File: config.mk
export PLATFORM = sky130hd
export DESIGN_NAME = controle_retorno
export DESIGN_NICKNAME = d
export VERILOG_FILES = /design/src/rtl/controle_retorno.sv
export SDC_FILE = /design/constraint.sdc
export NUM_CORES = 1
export LEC_CHECK = 0
export CAP_MARGIN = 20
export CORE_MARGIN = 1.5
export CORE_UTILIZATION = 35
export DETAILED_ROUTE_END_ITERATION = 6
export DONT_BUFFER_PORTS = 1
export PLACE_DENSITY_LB_ADDON = 0.05
export SLEW_MARGIN = 15
export SYNTH_ARGS = -nofsm -noshare
export SYNTH_HDL_FRONTEND = slang
export SYNTH_SLANG_ARGS = --single-unit
File: constraint.sdc
create_clock -name clk -period 2.49 [get_ports clk]
set_input_delay 0.498 -clock clk [delete_from_list [all_inputs] [get_ports clk]]
set_output_delay 0.498 -clock clk [all_outputs]
set_load 0.01 [all_outputs]
File: src/rtl/controle_retorno.sv
// Call/return sequencer for the return-address stack: turns CALL/RET requests into
// push/pop handshakes, tracks stack depth, flags misuse and redirects fetch.
module controle_retorno #(
    parameter int LARGURA      = 11,
    parameter int PROFUNDIDADE = 7
) (
    input  logic                  clk,
    input  logic                  reset,
    input  logic                  call_req,
    input  logic                  ret_req,
    input  logic [LARGURA-1:0]    pc_atual,
    input  logic [LARGURA-1:0]    pc_destino,
    input  logic [LARGURA-1:0]    pilha_topo,
    output logic [LARGURA-1:0]    pilha_dado,
    output logic                  pilha_push,
    output logic                  pilha_pop,
    output logic [LARGURA-1:0]    pc_prox,
    output logic                  pc_load,
    output logic                  ocupado,
    output logic [PROFUNDIDADE:0] nivel,
    output logic                  erro_overflow,
    output logic                  erro_underflow,
    output logic                  erro_conflito
);

    localparam logic [PROFUNDIDADE:0] NIVEL_MAX  = {1'b1, {PROFUNDIDADE{1'b0}}};
    localparam logic [PROFUNDIDADE:0] NIVEL_ZERO = '0;
    localparam logic [PROFUNDIDADE:0] NIVEL_UM   = {{PROFUNDIDADE{1'b0}}, 1'b1};
    localparam logic [LARGURA-1:0]    PC_UM      = {{(LARGURA-1){1'b0}}, 1'b1};

    typedef enum logic [2:0] {
        OCIOSO,
        EMPILHA,
        DESEMPILHA,
        ESPERA_TOPO,
        RETORNA
    } estado_t;

    estado_t                 estado_q, estado_d;
    logic [LARGURA-1:0]      pilha_dado_q, pilha_dado_d;
    logic [LARGURA-1:0]      pc_prox_q, pc_prox_d;
    logic [PROFUNDIDADE:0]   nivel_q, nivel_d;
    logic                    erro_overflow_q, erro_overflow_d;
    logic                    erro_underflow_q, erro_underflow_d;
    logic                    erro_conflito_q, erro_conflito_d;
    logic                    push_c, pop_c, load_c;

    always_ff @(posedge clk) begin
        if (reset) begin
            estado_q         <= OCIOSO;
            pilha_dado_q     <= '0;
            pc_prox_q        <= '0;
            nivel_q          <= '0;
            erro_overflow_q  <= 1'b0;
            erro_underflow_q <= 1'b0;
            erro_conflito_q  <= 1'b0;
        end else begin
            estado_q         <= estado_d;
            pilha_dado_q     <= pilha_dado_d;
            pc_prox_q        <= pc_prox_d;
            nivel_q          <= nivel_d;
            erro_overflow_q  <= erro_overflow_d;
            erro_underflow_q <= erro_underflow_d;
            erro_conflito_q  <= erro_conflito_d;
        end
    end

    // Requests are only decoded in OCIOSO; conflict takes priority over range errors.
    always_comb begin
        estado_d         = estado_q;
        pilha_dado_d     = pilha_dado_q;
        pc_prox_d        = pc_prox_q;
        nivel_d          = nivel_q;
        erro_overflow_d  = erro_overflow_q;
        erro_underflow_d = erro_underflow_q;
        erro_conflito_d  = 1'b0;
        push_c           = 1'b0;
        pop_c            = 1'b0;
        load_c           = 1'b0;

        case (estado_q)
            OCIOSO: begin
                if (call_req && ret_req) begin
                    erro_conflito_d = 1'b1;
                end else if (call_req) begin
                    if (nivel_q == NIVEL_MAX) begin
                        erro_overflow_d = 1'b1;
                    end else begin
                        pilha_dado_d = pc_atual + PC_UM;
                        pc_prox_d    = pc_destino;
                        estado_d     = EMPILHA;
                    end
                end else if (ret_req) begin
                    if (nivel_q == NIVEL_ZERO) begin
                        erro_underflow_d = 1'b1;
                    end else begin
                        estado_d = DESEMPILHA;
                    end
                end
            end
            EMPILHA: begin
                push_c   = 1'b1;
                load_c   = 1'b1;
                nivel_d  = nivel_q + NIVEL_UM;
                estado_d = OCIOSO;
            end
            DESEMPILHA: begin
                pop_c    = 1'b1;
                nivel_d  = nivel_q - NIVEL_UM;
                estado_d = ESPERA_TOPO;
            end
            ESPERA_TOPO: begin
                // The stack presents the popped entry one cycle after the pop strobe.
                pc_prox_d = pilha_topo;
                estado_d  = RETORNA;
            end
            RETORNA: begin
                load_c   = 1'b1;
                estado_d = OCIOSO;
            end
            default: begin
                estado_d = OCIOSO;
            end
        endcase
    end

    assign pilha_dado     = pilha_dado_q;
    assign pilha_push     = push_c;
    assign pilha_pop      = pop_c;
    assign pc_prox        = pc_prox_q;
    assign pc_load        = load_c;
    assign ocupado        = (estado_q != OCIOSO);
    assign nivel          = nivel_q;
    assign erro_overflow  = erro_overflow_q;
    assign erro_underflow = erro_underflow_q;
    assign erro_conflito  = erro_conflito_q;

endmodule

Word level (Yosys, flattened, before mapping) --
Index checks and enable logic that the tools add are counted.
Storage, ports and cells: logic and storage cells 53, input port bits 37, output and inout bits 37, register bits after elaboration 36
Operators by class: multiplexer cells 15, reduce and logical (&&, ||, !) cells 13, add/sub/neg operators 3, bitwise gates (word level) 4, equality and inequality tests 11
Operators with widths (count):
- $mux W11 | 3
- $pmux W11 S2 | 1
- $pmux W8 S2 | 1
- $reduce_and A4 Y1 | 4
- $mux W3 | 5
- $add A11 B1 Y11 const B | 1
- $ne A3 B3 Y1 const B | 3
- $pmux W3 S3 | 1
- $add A8 B1 Y8 const B | 1
- $eq A8 B8 Y1 const B | 1
- $logic_not A8 Y1 | 1
- $sub A8 B1 Y8 const B | 1
- $eq A3 B2 Y1 const B | 2
- $ne A2 B2 Y1 const B | 3
- $reduce_and A5 Y1 | 1
- $mux W1 | 4
- $not A1 Y1 | 4
- $reduce_bool A2 Y1 | 2
- $reduce_or A2 Y1 | 2
- $eq A3 B1 Y1 const B | 1
- $eq A3 B3 Y1 const B | 1
- $logic_not A3 Y1 | 1
- $reduce_bool A3 Y1 | 1
- $logic_and A1 B1 Y1 | 1

Logic depth before layout (Yosys ltp) --
word-level depth 6, mapped depth 9, gate-level depth less buffers 7

Least setup slack after synthesis --
OpenSTA, ideal clock, no wires.
path kind reg-to-reg, start point register estado_q[1], end point register nivel_q[6], in the netlist nivel[6], cell stages (with the launch flop) 9, slack -0.015 ns, period minus slack after synthesis 2.505 ns, data arrival time 2.399 ns, cells stage by stage dfxtp_1 or3b_2 clkbuf_1 inv_1 ha_1 nor2b_1 o21a_1 o31a_1 o311ai_0
On the way: longest elaborated chain between the ends 2, elaborated cells between the ends (all ways) 4, those cells by class eq/ne (2); mux (1); reduce/logical (1)
Ends and longest elaborated chain:
- from (decl) | RTL line 39 | estado_t estado_q, estado_d;
- from (signal assigned) | RTL line 58 | estado_q <= estado_d;
- $eq A3 B2 Y1 / $eq A3 B1 Y1 (equally long branches) | RTL line 81 | case (estado_q)
- $pmux W8 S2 / $reduce_bool A2 Y1 (equally long branches)
- to (signal assigned) | RTL line 61 | nivel_q <= nivel_d;
- to (decl) | RTL line 42 | logic [PROFUNDIDADE:0] nivel_q, nivel_d;
Parallel ways exist; a longest one is shown, timed or not. A chain may end at the register's enable or synchronous reset.

Final worst setup path --
Ends and elaborated chain as after synthesis.

==> results by group <==
Outcome
  – Status: completed

Clock tree
  – Clock buffer depth: 2
  – Hold Buf Count CTS: 0
  – Worst skew pair latency: 0.28 ns
  – Clock Sink Count: 36
  – Cts bufs inserted: 5
  – Root Buffer: clkbuf_8
  – Post-cts repair resize count: 0
  – Clk pin slew, worst setup/hold paths: 0.07 ns
  – Postcts setup bufs: 0
  – CTS tree: yes
  – H-tree depth: 2

Worst setup path
  – Start point of the critical path: estado_q[1]$_SDFFE_PP0P_
  – Critical Path, Cell by Cell: or3b_2, inv_2, ha_1, nor2b_1, o21a_1, o31a_1, o311ai_0
  – Req. time, crit path: 2.64 ns
  – Top delay family on crit path: compound AO/OA/AOI/OAI gates
  – CP startpoint kind: flop
  – Worst Path Class, Setup: flop to flop
  – Worst flop-to-flop path endpoint: nivel[6]$_SDFFE_PP0P_
  – Worst path bufs/invs: 1
  – Crit-path slowest cell: or3b_2
  – Crit path depth: 7
  – R2R cell count: 7
  – Reg-to-Reg Start: estado_q[1]$_SDFFE_PP0P_
  – Worst Setup EP: nivel[6]$_SDFFE_PP0P_
  – Largest stage delay, worst path: 0.53 ns
  – WP data arrival: 2.56 ns
  – Critical Path Sink Type: flop
  – Worst Path Max Fanout: 5
  – R2r setup slk: 0.09 ns

Logic synthesis
  – Synthesized area: 0.00208 mm^2
  – Fraction of registers with async set/reset: 0%
  – Synth warnings: 0
  – Main synth FF type: dfxtp_1
  – Area contributors post-synth: dfxtp_1 (35%), mux2i_1 (5.8%), a21oi_1 (4.3%), ha_1 (4.2%), a211oi_1 (4.0%)
  – Net Count, Synth: 282
  – Sequential area share after synthesis: 34.7%
  – Area share of the largest cell type after synthesis: 34.7%
  – Post-synth EDFFs: 0
  – Syn Area/Cell: 8.76 um^2
  – Synth area leader: dfxtp_1
  – Mapped Cells: 237
  – Netlist cell types: 50
  – Flops & latches, synth: 36

Floorplanning
  – Number of core rows: 27
  – Initial cell density of the core: 37.0%
  – IO Count: 74
  – Chip width: 80.0 um
  – Die ar.: 0.00641 mm^2
  – Die Y: 80.0 um
  – Core area: 0.00561 mm^2

Timing
  – Min cycle time layout: 2.40 ns
  – Setup ws final: 0.0888 ns
  – Slew headroom: 55.9%
  – Slew Viols, Final: 0
  – Setup violation total in the final timing report: 0
  – Final hold vios: 0
  – RSZ-0062 raised after global routing: false
  – Skew final: 0.00515 ns
  – Actual slew at the worst max-slew pin: 0.661 ns
  – Max Clk Rate: 0.416 GHz
  – Setup_tns: 0 ns
  – Fin crit share: 96.4%

Route
  – First-pass iteration count of the detailed router: 4
  – Total Wirelength: 5220 um
  – Post-route antenna net violation count: 0
  – DR iter-0 viols: 49
  – DRC: 0
  – Via count: 1730
  – Avg WL per Cell: 17.1 um
  – Number of vias per cell: 5.65

Cells and area
  – Antenna diodes: 0
  – Commonest non-fill, non-tap cell in the layout: dfxtp_1
  – Share of layout cells above drive strength 1: 9.40%
  – NumNets Final: 279
  – Syn-to-layout area delta: 5.84%
  – Fillers: 608
  – Most frequent cells in the layout: dfxtp_1 (36), nor2_1 (22), a21oi_1 (18), o21ai_0 (13)

Global route
  – Vias in the first global route: 1718
  – First-pass GRT wire length: 8450 um
  – Gr usage total: 17.0%
  – GR Overflow Total: 0
  – Initial antenna violation count: 0
  – Largest net degree at the start of global routing: 37

Power
  – Worst IR Drop VDD: 257 uV
  – Switching share of power: 40.6%
  – Sequential share of power: 42.7%
  – Clock power share: 20.0%
  – Static leakage: 0.755 nW
  – Internal Power: 1.17 mW
  – PD cells: 893 mW/mm^2
  – Comb pwr share: 37.3%
  – P_sw: 0.796 mW

Place
  – Dpl ws: 0.128 ns
  – Port Buffers: 0
  – Detailed placement HPWL: 3800 um
  – Gpl congestion: 0.856

Worst hold path
  – Hold Crit Class: input pin to flop

Job
  – Max Cap Violations: 0
-- power by group through the flow --
stage	Sequential [mW]	Combinational (mW)	Clock (mW)
2_1_floorplan	0.818	0.598	0
3_5_place_dp	0.855	0.735	0
3_3_place_gp	0.853	0.719	0
6_report	0.838	0.733	0.392
4_1_cts	0.842	0.737	0.421
5_1_grt	0.855	0.825	0.442
-- worst register-to-register path: cells and delay by family, from the launching register on --
| family | cells | cell delay, ns |
|---|---|---|
| AOI/OAI and AO/OA | 3 | 0.82 |
| buffers and inverters | 1 | 0.15 |
| adders and majority gates | 1 | 0.29 |
| and+or+nand+nor | 2 | 0.68 |
| DFF | 1 | 0.33 |
-- kinds of logic (layout without fill, tap and decap cells) --
logic type                 count (synthesis)  after routing  share of synthesized area (%)
and+or+nand+nor                           83             83                           23.0
AOI/OAI and AO/OA                         61             61                           19.2
DFF                                       36             36                           34.7
buffers and inverters                     22             19                           5.48
xor gates and xnor gates                  14             14                           5.90
muxes                                     13             13                           6.51
adders and majority gates                  8              8                           5.18
-- per-layer routing --
layer,vias to the layer above,track usage (%),part of all wire [%]
li1,866,-,-
met1,796,21.7,44
met2,63,26.4,46
met3,5,6.17,9.2
met4,0,5.52,1.1
met5,-,0,0
-- registers in the layout (all words and copies together), names as in the netlist --
| signal | flops |
|---|---|
| erro_overflow | 1 |
| nivel | 8 |
| erro_underflow | 1 |
| estado_q | 3 |
| pc_prox | 11 |
| pilha_dado | 11 |
| erro_conflito | 1 |
-- how the worst min path moves through the flow --
| stage | startpoint | endpoint | slack, ns | cells after the start |
|---|---|---|---|---|
| after global placement | pc_prox[1]$_SDFFE_PP0P_ | pc_prox[1]$_SDFFE_PP0P_ | 0.50 | 2 |
| after CTS | reset | pc_prox[6]$_SDFFE_PP0P_ | 0.26 | 1 |
| after global routing | reset | pc_prox[6]$_SDFFE_PP0P_ | 0.26 | 1 |
| after detailed placement | pc_prox[3]$_SDFFE_PP0P_ | pc_prox[3]$_SDFFE_PP0P_ | 0.51 | 2 |
| final | reset | pilha_dado[2]$_SDFFE_PP0P_ | 0.28 | 1 |
| after floorplan | pc_prox[0]$_SDFFE_PP0P_ | pc_prox[0]$_SDFFE_PP0P_ | 0.49 | 2 |
-- cells in the mapped netlist (5+ instances only) --
cell type,number
ha_1,7
xnor2_1,6
and3_1,6
mux2i_1,12
nand3_1,7
or3_1,12
o21ai_0,13
dfxtp_1,36
inv_1,5
clkbuf_1,7
nand2_1,8
a211oi_1,11
xor2_1,8
nor2_1,22
a21oi_1,18
-- stage by stage --
step	hold WS [ns]	total power, mW	utilization, %	instance area [um^2]	std cells
6_report	0.281	1.96	39.2	2200	306
5_1_grt	0.261	2.12	39.2	2200	306
4_1_cts	0.263	2.00	39.2	2200	306
3_5_place_dp	0.512	1.59	37.8	2120	299
3_3_place_gp	0.502	1.57	37.8	2120	299
2_1_floorplan	0.494	1.42	-	2080	237
-- area by class of cell --
| class | instances | area, um^2 | area share [%] |
|---|---|---|---|
| clock buffers | 6 | 72.6 | 3.30 |
| multi-input cells | 179 | 1240 | 56.5 |
| well taps | 72 | 90.1 | 4.10 |
| inverters | 6 | 22.5 | 1.02 |
| clock inverters | 1 | 5.00 | 0.228 |
| repair buffers | 6 | 45.0 | 2.05 |
| flip-flops and latches | 36 | 721 | 32.8 |
Power figures use the tool's default switching activity.
